**config.mk**
```make
export PLATFORM = sky130hd
export DESIGN_NAME = sync_fifo
export DESIGN_NICKNAME = d
export VERILOG_FILES = /design/src/rtl/fifo_pkg.sv /design/src/rtl/sync_fifo_ram.sv /design/src/rtl/sync_fifo.sv
export SDC_FILE = /design/constraint.sdc
export NUM_CORES = 2
export LEC_CHECK = 0
export CORE_ASPECT_RATIO = 1.75
export CORE_MARGIN = 2
export CORE_UTILIZATION = 35
export DETAILED_ROUTE_END_ITERATION = 16
export GPL_ROUTABILITY_DRIVEN = 0
export SLEW_MARGIN = 10
export SYNTH_ARGS = -nofsm -noshare
export SYNTH_HDL_FRONTEND = slang
export SYNTH_HIERARCHICAL = 1
export SYNTH_SLANG_ARGS = --single-unit
```
**constraint.sdc**
```tcl
create_clock -name i_clk -period 3.8 [get_ports i_clk]
set_input_delay 0.95 -clock i_clk [delete_from_list [all_inputs] [get_ports i_clk]]
set_output_delay 0.95 -clock i_clk [all_outputs]
set_load 0.05 [all_outputs]
```
**src/rtl/fifo_pkg.sv**
```systemverilog
// Shared sizing helpers and occupancy arithmetic for the single-clock FIFO.
// Latency: n/a (constants and pure functions only).
// Backpressure: n/a.
package fifo_pkg;

  localparam int DEF_WIDTH = 8;
  localparam int DEF_DEPTH = 256;
  localparam int PTR_W     = $clog2(DEF_DEPTH);
  localparam int CNT_W     = PTR_W + 1;

  // Pointer width for a given power-of-two depth.
  function automatic int ptr_w(input int depth);
    return $clog2(depth);
  endfunction

  // Counter width: one extra bit so DEPTH itself is representable.
  function automatic int cnt_w(input int depth);
    return $clog2(depth) + 1;
  endfunction

  // Next occupancy; simultaneous accept or no accept leaves it unchanged.
  // Callers only assert wr_acc when not full and rd_acc when not empty.
  function automatic int unsigned next_count(input int unsigned count,
                                             input logic        wr_acc,
                                             input logic        rd_acc);
    case ({wr_acc, rd_acc})
      2'b10:   return count + 1;
      2'b01:   return count - 1;
      default: return count;
    endcase
  endfunction

endpackage

```
**src/rtl/sync_fifo_ram.sv**
```systemverilog
// Simple dual-port RAM: one write port, one registered read port.
// Latency: read data and its valid appear one cycle after i_rd_en.
// Backpressure: none; the controller only issues legal, non-colliding accesses.
module sync_fifo_ram
  import fifo_pkg::*;
#(
  parameter int WIDTH = DEF_WIDTH,
  parameter int DEPTH = DEF_DEPTH,
  localparam int AW   = ptr_w(DEPTH)
) (
  input  logic             i_wr_clk,
  input  logic             i_wr_dv,
  input  logic [AW-1:0]    i_wr_addr,
  input  logic [WIDTH-1:0] i_wr_data,
  input  logic             i_rd_clk,
  input  logic             i_rd_en,
  input  logic [AW-1:0]    i_rd_addr,
  output logic [WIDTH-1:0] o_rd_data,
  output logic             o_rd_dv
);

  logic [WIDTH-1:0] mem [DEPTH];

  // Write port: store the word when the controller accepted it.
  always_ff @(posedge i_wr_clk) begin
    if (i_wr_dv) mem[i_wr_addr] <= i_wr_data;
  end

  // Read port: valid follows the request by one cycle; data held otherwise.
  always_ff @(posedge i_rd_clk) begin
    o_rd_dv <= i_rd_en;
    if (i_rd_en) o_rd_data <= mem[i_rd_addr];
  end

endmodule

```
**src/rtl/sync_fifo.sv**
```systemverilog
// Single-clock FIFO controller wrapping the dual-port RAM (pointers, count, flags).
// Latency: read data valid one cycle after an accepted read; flags lag the causing edge by one.
// Backpressure: writes dropped while full (sticky o_ovf), reads ignored while empty (sticky o_udf).
module sync_fifo
  import fifo_pkg::*;
#(
  parameter int WIDTH    = DEF_WIDTH,
  parameter int DEPTH    = DEF_DEPTH,
  parameter int AF_LEVEL = DEPTH - 4,
  parameter int AE_LEVEL = 4,
  localparam int AW      = ptr_w(DEPTH),
  localparam int CW      = cnt_w(DEPTH)
) (
  input  logic             i_clk,
  input  logic             i_rst,
  input  logic             i_wr_dv,
  input  logic [WIDTH-1:0] i_wr_data,
  output logic             o_full,
  output logic             o_af_flag,
  input  logic             i_rd_en,
  output logic [WIDTH-1:0] o_rd_data,
  output logic             o_rd_dv,
  output logic             o_empty,
  output logic             o_ae_flag,
  output logic [CW-1:0]    o_count,
  output logic             o_ovf,
  output logic             o_udf
);

  logic [AW-1:0] wr_ptr;
  logic [AW-1:0] rd_ptr;
  logic          wr_acc;
  logic          rd_acc;
  logic [CW-1:0] cnt_nxt;

  // Acceptance uses the registered flags, i.e. state at the start of the cycle.
  assign wr_acc  = i_wr_dv & ~o_full  & ~i_rst;
  assign rd_acc  = i_rd_en & ~o_empty & ~i_rst;
  assign cnt_nxt = CW'(next_count(32'(o_count), wr_acc, rd_acc));

  // Pointers, occupancy, level flags and sticky error flags.
  always_ff @(posedge i_clk) begin
    if (i_rst) begin
      wr_ptr    <= '0;
      rd_ptr    <= '0;
      o_count   <= '0;
      o_empty   <= 1'b1;
      o_full    <= 1'b0;
      o_ae_flag <= 1'b1;
      o_af_flag <= 1'b0;
      o_ovf     <= 1'b0;
      o_udf     <= 1'b0;
    end else begin
      if (wr_acc) wr_ptr <= wr_ptr + AW'(1);
      if (rd_acc) rd_ptr <= rd_ptr + AW'(1);
      o_count   <= cnt_nxt;
      o_empty   <= (cnt_nxt == '0);
      o_full    <= (cnt_nxt == CW'(DEPTH));
      o_af_flag <= (cnt_nxt >= CW'(AF_LEVEL));
      o_ae_flag <= (cnt_nxt <= CW'(AE_LEVEL));
      o_ovf     <= o_ovf | (i_wr_dv & o_full);
      o_udf     <= o_udf | (i_rd_en & o_empty);
    end
  end

  sync_fifo_ram #(
    .WIDTH (WIDTH),
    .DEPTH (DEPTH)
  ) u_ram (
    .i_wr_clk  (i_clk),
    .i_wr_dv   (wr_acc),
    .i_wr_addr (wr_ptr),
    .i_wr_data (i_wr_data),
    .i_rd_clk  (i_clk),
    .i_rd_en   (rd_acc),
    .i_rd_addr (rd_ptr),
    .o_rd_data (o_rd_data),
    .o_rd_dv   (o_rd_dv)
  );

endmodule

```
### Yosys cells after proc, flatten, opt, wreduce, memory -nomap -nowiden

Memories as Yosys holds them, arrays and structs flattened. A register that Yosys moved wholly into a read port is not among the register bits.
Index checks and enable logic that the tools add are counted.
W data, S select, Z words.

* reduce and logical (&&, ||, !) cells: 1
* magnitude comparators: 2
* add/subtract/negate cells: 4
* bitwise logic cells: 11
* equal/unequal tests: 3
* muxes and demuxes: 3

Operators by type and width (count)
* $pmux W9 S2: 1
* $add A8 B1 Y8 const B: 2
* $add A9 B1 Y9 const B: 1
* $eq A9 B9 Y1 const B: 1
* $ge A9 B8 Y1 const B: 1
* $le A9 B3 Y1 const B: 1
* $logic_not A9 Y1: 1
* $sub A9 B1 Y9 const B: 1
* $and A1 B1 Y1: 6
* $not A1 Y1: 3
* $eq A2 B1 Y1 const B: 1
* $eq A2 B2 Y1 const B: 1
* $mux W1: 2
* $or A1 B1 Y1: 2

* flip-flop bits (word level): 32
* memories: 1
* memory bits (writable): 2048
* input bits: 12

Memory list
* u_ram.mem: words 256, bits a word 8, rd ports 1, clocked after memory_dff 1, write ports 1, line sync_fifo_ram.sv:22 `logic [WIDTH-1:0] mem [DEPTH];`

### Logic depth before layout (Yosys ltp)

* depth after elaboration: 6
* gate-level depth with buffers: 11
* mapped depth without buffers: 10

### Hierarchy

Netlist, hierarchy kept.

Modules (own cells, without submodules)
* sync_fifo_ram: area each 79656.4 um2, times used 1, cells an instance 3734, sequential area each 61759.2 um2
* sync_fifo: area each 1579.0 um2, times used 1, cells an instance 175, sequential area each 620.6 um2

### Least setup slack after synthesis

OpenSTA, ideal clock, no wires.

* path type: input to register
* from: in i_rd_en
* to: reg o_ae_flag
* setup slack: 141 ps
* buffers on the path: 0
* data arrival time: 3538 ps
* stages on the path: 10
* required time: 3679 ps
* cell sequence: nor2b_1 > and2_1 > ha_1 > ha_1 > a211o_1 > nand4_1 > a21boi_1 > or4_4 > a21oi_2 > a21oi_1

* longest elaborated chain between the ends: 5
* elaborated cells between the ends (all ways): 6
* those cells by class: 1 x order compare; 2 x eq/ne; 1 x mux; 2 x bitwise

Ends and longest elaborated chain
* start, declared: line sync_fifo.sv:20 `input logic i_rd_en,`
* $and A1 B1 Y1 (*) (2 in series): line sync_fifo.sv:38 `assign rd_acc = i_rd_en & ~o_empty & ~i_rst;`
* net rd_acc: line sync_fifo.sv:33 `logic rd_acc;`
* $eq A2 B1 Y1 / $eq A2 B2 Y1 (equally long branches): line fifo_pkg.sv:26 `case ({wr_acc, rd_acc})`
* $pmux W9 S2 (*): line fifo_pkg.sv:26
* $le A9 B3 Y1 (*): line sync_fifo.sv:60 `o_ae_flag <= (cnt_nxt <= CW'(AE_LEVEL));`
* end signal, assigned: line sync_fifo.sv:60
* end, declared: line sync_fifo.sv:24 `output logic o_ae_flag,`

Mark *: on every way through the listed nets, which the timed path passes. The rest lies on a longest branch.
A chain may end at the register's enable or synchronous reset.

==> PnR_summary.wiki <==
{| class="wikitable"
! Metric !! Value
|-
| Number of synthesized flops with an enable pin || 2056
|-
| Slew Viols, Final || 0
|-
| End of the worst register-to-register path || u_ram/o_rd_data[6]
|-
| I/O pin count || 36
|-
| Outcome || finished clean
|-
| # placed instances || about 7300
|-
| Ys Warns || 6
|-
| Post-synthesis area per instance || approximately 21 um^2
|-
| Width of the chip || 368 um
|-
| Overall track demand over capacity in global routing || 0.179
|-
| Total area of sequential cells || 0.0624 mm^2
|-
| CTS Buf Count || 173
|-
| Headroom to the max-slew limit || 0.300
|-
| Wirelength, routed || about 210000 um
|-
| Slowest stage cell, crit path || sky130_fd_sc_hd__nor4_1
|-
| Final cycle utilization of the critical path || 0.954
|-
| Fin crit period || around 3.6 ns
|-
| Via total after detailed routing || between 40000 and 50000
|-
| Most used standard cell by instance count after synthesis || sky130_fd_sc_hd__edfxtp_1
|-
| Leak || between 20 and 30 nW
|-
| Launching point of the worst reg2reg path || rd_ptr[1]
|-
| RSZ-0062 raised after global routing || false
|-
| # Max-Cap Violations || 0
|-
| Area of the mapped netlist || approximately 0.081 mm^2
|-
| Number of cells on the worst hold path || 2
|-
| Count of buffers from port buffering || 35
|-
| Chip Height || between 600 and 700 um
|-
| Worst reg2reg path depth || 9
|-
| Total number of H-tree levels || 4
|-
| Critical path cell sequence || buf_4, nand3b_1, buf_4, o221ai_1, a21oi_1, a21oi_1, nor4_1, buf_4, nor4_2
|-
| Final Setup Violations || 0
|-
| DRC || 0
|-
| Count of buffer and inverter cells on the critical path || 3
|-
| Worst Hold Path EP || o_udf
|-
| Nature of the critical path endpoint || register
|-
| Overall power || about 0.047 W
|-
| Area leader, netlist || sky130_fd_sc_hd__edfxtp_1
|-
| Share of flip-flops with an asynchronous set or reset || 0
|-
| Worst Hold Margin || around 0.48 ns
|-
| Arrival time reported for the critical path endpoint || 4.12 ns
|-
| Net count after synthesis || 3932
|-
| Clock sink count || between 2000 and 2500
|-
| Routed vias/inst || around 5.4
|-
| Top-area cell type share of the netlist area || 0.760
|-
| Main combinational cell family by area after synthesis || multiplexers
|-
| Xor and xnor area share after synthesis || 0.00194
|-
| Maximum number of buffers from clock root to sink || 4
|-
| First-pass GRT wire length || ~300000 um
|-
| Post-Syn Instances || 3909
|-
| Number of non-filler instances in the completed layout || around 7600
|-
| Biggest cell delay along the critical path || around 0.82 ns
|-
| Post-synthesis share of cell area spent on and, or, nand and nor gates || 0.0301
|-
| Most common library cells after synthesis || sky130_fd_sc_hd__edfxtp_1, sky130_fd_sc_hd__mux4_2, sky130_fd_sc_hd__nor2_1
|-
| Synth Register Bits || between 2000 and 2500
|-
| Required time at the endpoint of the critical path || roughly 4.3 ns
|-
| Initial Util || 0.351
|-
| Synth Area in Compound Gates || 0.0363
|-
| Transition time at the pin with the least slew margin || about 1.0 ns
|-
| Startpoint types || register
|-
| Die footprint || 0.236 mm^2
|-
| TritonCTS clock tree || yes
|-
| Worst-case setup margin in the final layout || around 0.17 ns
|-
| Area of the placeable core || about 0.23 mm^2
|-
| Share of layout cells above drive strength 1 || 0.282
|-
| Peak Freq || 276 MHz
|-
| Routed Antenna Nets || 0
|-
| Number of filler instances in the final layout || roughly 20000
|-
| Vias in the first global route || 42200
|-
| Initial antenna violation count || 2
|-
| Cell at the root of the clock tree || sky130_fd_sc_hd__clkbuf_16
|-
| Sequential-to-total area share from yosys stat || 0.768
|-
| Clk_skew || around 0.04 ns
|-
| Reg-to-reg slack, setup || around 0.17 ns
|-
| Pin count of the biggest net entering global routing || between 100 and 150
|-
| Post-CTS Hold Fix Bufs || 0
|-
| Worst skew pair latency || 0.82 ns
|-
| Hold wc startpoint || o_udf
|-
| Clock transition at the register clock pins on the worst setup and hold paths after CTS || 0.07 ns
|-
| Placement Rows || ~230
|-
| Min-delay worst type || reg -> reg
|-
| Initial DRT Pass Iterations || 5
|-
| Top delay family on crit path || simple AND/OR/NAND/NOR gates
|-
| Multiplexer fraction of the synthesized cell area || 0.144
|-
| Worst setup timing slack at the placement stage || -0.189 ns
|-
| Leftover overflow at the end of global routing || 0
|-
| DRT iter0 DRCs || roughly 3900
|-
| DR WL/cell || about 28 um
|-
| Synthesized-area fraction occupied by adder cells || 0.00179
|-
| Synth area leaders || sky130_fd_sc_hd__edfxtp_1, sky130_fd_sc_hd__mux4_2, sky130_fd_sc_hd__mux2i_1
|-
| Post-DP HPWL || ~140000 um
|-
| Final nets || between 4000 and 5000
|-
| P&R area growth vs syn || 16.2%
|-
| Total area of multi-input combinational cells || 0.0175 mm^2
|-
| Final Hold Vio Count || 0
|-
| Class of the most critical setup path || reg -> reg
|-
| Largest vdd supply drop || roughly 0.43 mV
|-
| Most repeated library cell on the critical path || sky130_fd_sc_hd__buf_4
|-
| Power density relative to cell area || 497 mW/mm^2
|-
| Crit Path Max Fanout || 21
|-
| Unique masters post-synth || between 70 and 80
|-
| Top FF cell, synth || sky130_fd_sc_hd__edfxtp_1
|}
-- final cells by class --
type	instances	area share
diodes	3	0.0000795
clock buffers	208	0.0480
clock inverters	96	0.0123
inverters	5	0.000199
multi-input cells	1579	0.185
flip-flops and latches	2088	0.661
well taps	3068	0.0407
repair buffers	564	0.0524
-- flip-flops by register name (all words and copies together), names as in the netlist --
name and flops:
o_ae_flag 1, o_af_flag 1, o_count 9, o_empty 1, o_full 1, o_ovf 1
o_udf 1, rd_ptr 8, u_ram/mem 2048, u_ram/o_rd_data 8, u_ram/o_rd_dv 1, wr_ptr 8
-- metal layers --
metal / up-vias / global-route usage / wire length [um]
met3: 415 / 0.0201 / 10700
met2: 1419 / 0.330 / 115000
li1: 17300 / - / -
met5: - / 0 / 0
met4: 0 / 0.102 / 13200
met1: 21800 / 0.198 / 74700
-- worst reg2reg max path, delay by kind of cell, from the launching register on --
kind            cells  cell delay [ns]
compound gates      3             0.57
buf+inv             3             0.89
simple gates        3             1.17
flops               1             0.68
-- logic make-up after synthesis --
logic type | count (synthesis)
flops | 2088
mux | 596
simple gates | 538
compound gates | 416
buf+inv | 242
xor+xnor | 18
fa+ha+maj | 11
-- where the power goes --
| group | total, W | switching, W | internal, W |
|---|---|---|---|
| clock | 0.0184 | 0.00812 | 0.0103 |
| combinational | 0.00319 | 0.00178 | 0.00141 |
| sequential | 0.0253 | 0.0000461 | 0.0253 |
| total | 0.0469 | 0.00994 | 0.0370 |
-- cells in the final DEF, fill, tap and decap left out, types with 9 or more instances in the layout --
cell / n
sky130_fd_sc_hd__buf_4: 482
sky130_fd_sc_hd__bufinv_16: 25
sky130_fd_sc_hd__a221oi_1: 13
sky130_fd_sc_hd__nor2b_1: 30
sky130_fd_sc_hd__nand4_1: 15
sky130_fd_sc_hd__nand3_1: 38
sky130_fd_sc_hd__a21oi_1: 101
sky130_fd_sc_hd__clkdlybuf4s50_1: 27
sky130_fd_sc_hd__clkinv_2: 21
sky130_fd_sc_hd__o221ai_1: 47
sky130_fd_sc_hd__mux2i_1: 139
sky130_fd_sc_hd__edfxtp_1: 2056
sky130_fd_sc_hd__a22oi_1: 133
sky130_fd_sc_hd__o22ai_1: 28
sky130_fd_sc_hd__clkinvlp_4: 11
sky130_fd_sc_hd__o211ai_1: 13
sky130_fd_sc_hd__nand2b_1: 9
sky130_fd_sc_hd__nand2_1: 43
sky130_fd_sc_hd__buf_12: 47
sky130_fd_sc_hd__nor3_1: 25
sky130_fd_sc_hd__clkbuf_16: 175
sky130_fd_sc_hd__nor4_1: 20
sky130_fd_sc_hd__clkbuf_1: 30
sky130_fd_sc_hd__mux4_2: 454
sky130_fd_sc_hd__clkinv_1: 25
sky130_fd_sc_hd__dfxtp_1: 26
sky130_fd_sc_hd__a211oi_1: 18
sky130_fd_sc_hd__nor2_1: 311
sky130_fd_sc_hd__ha_1: 10
sky130_fd_sc_hd__xor2_1: 13
sky130_fd_sc_hd__o21ai_0: 13
-- worst max path at each step --
| stage | start | end | cells past startpoint |
|---|---|---|---|
| floorplan | i_rd_en | o_ae_flag | 10 |
| detailed placement | i_rst | o_ae_flag | 12 |
| global route | rd_ptr[0] | u_ram/o_rd_data[6] | 8 |
| CTS | rd_ptr[0] | u_ram/o_rd_data[7] | 8 |
| global placement | i_rst | o_ae_flag | 12 |
| finish | rd_ptr[1] | u_ram/o_rd_data[6] | 9 |
-- stage by stage --
step / utilization / TNS [ns] / cell area [um^2]
6_report: 0.408 / 0 / 94400
3_3_place_gp: 0.383 / -0.857 / 88700
4_1_cts: 0.407 / 0 / 94400
5_1_grt: 0.408 / 0 / 94400
2_1_floorplan: - / 0 / 81200
3_5_place_dp: 0.383 / -0.747 / 88700
-- what timing repair did --
| action | 4_1_cts | 5_1_grt |
|---|---|---|
| setup endpoints to repair | 0 | 1 |
| resized for setup | 0 | 1 |
| buffers inserted | 0 | 0 |
Power figures use the tool's default switching activity.
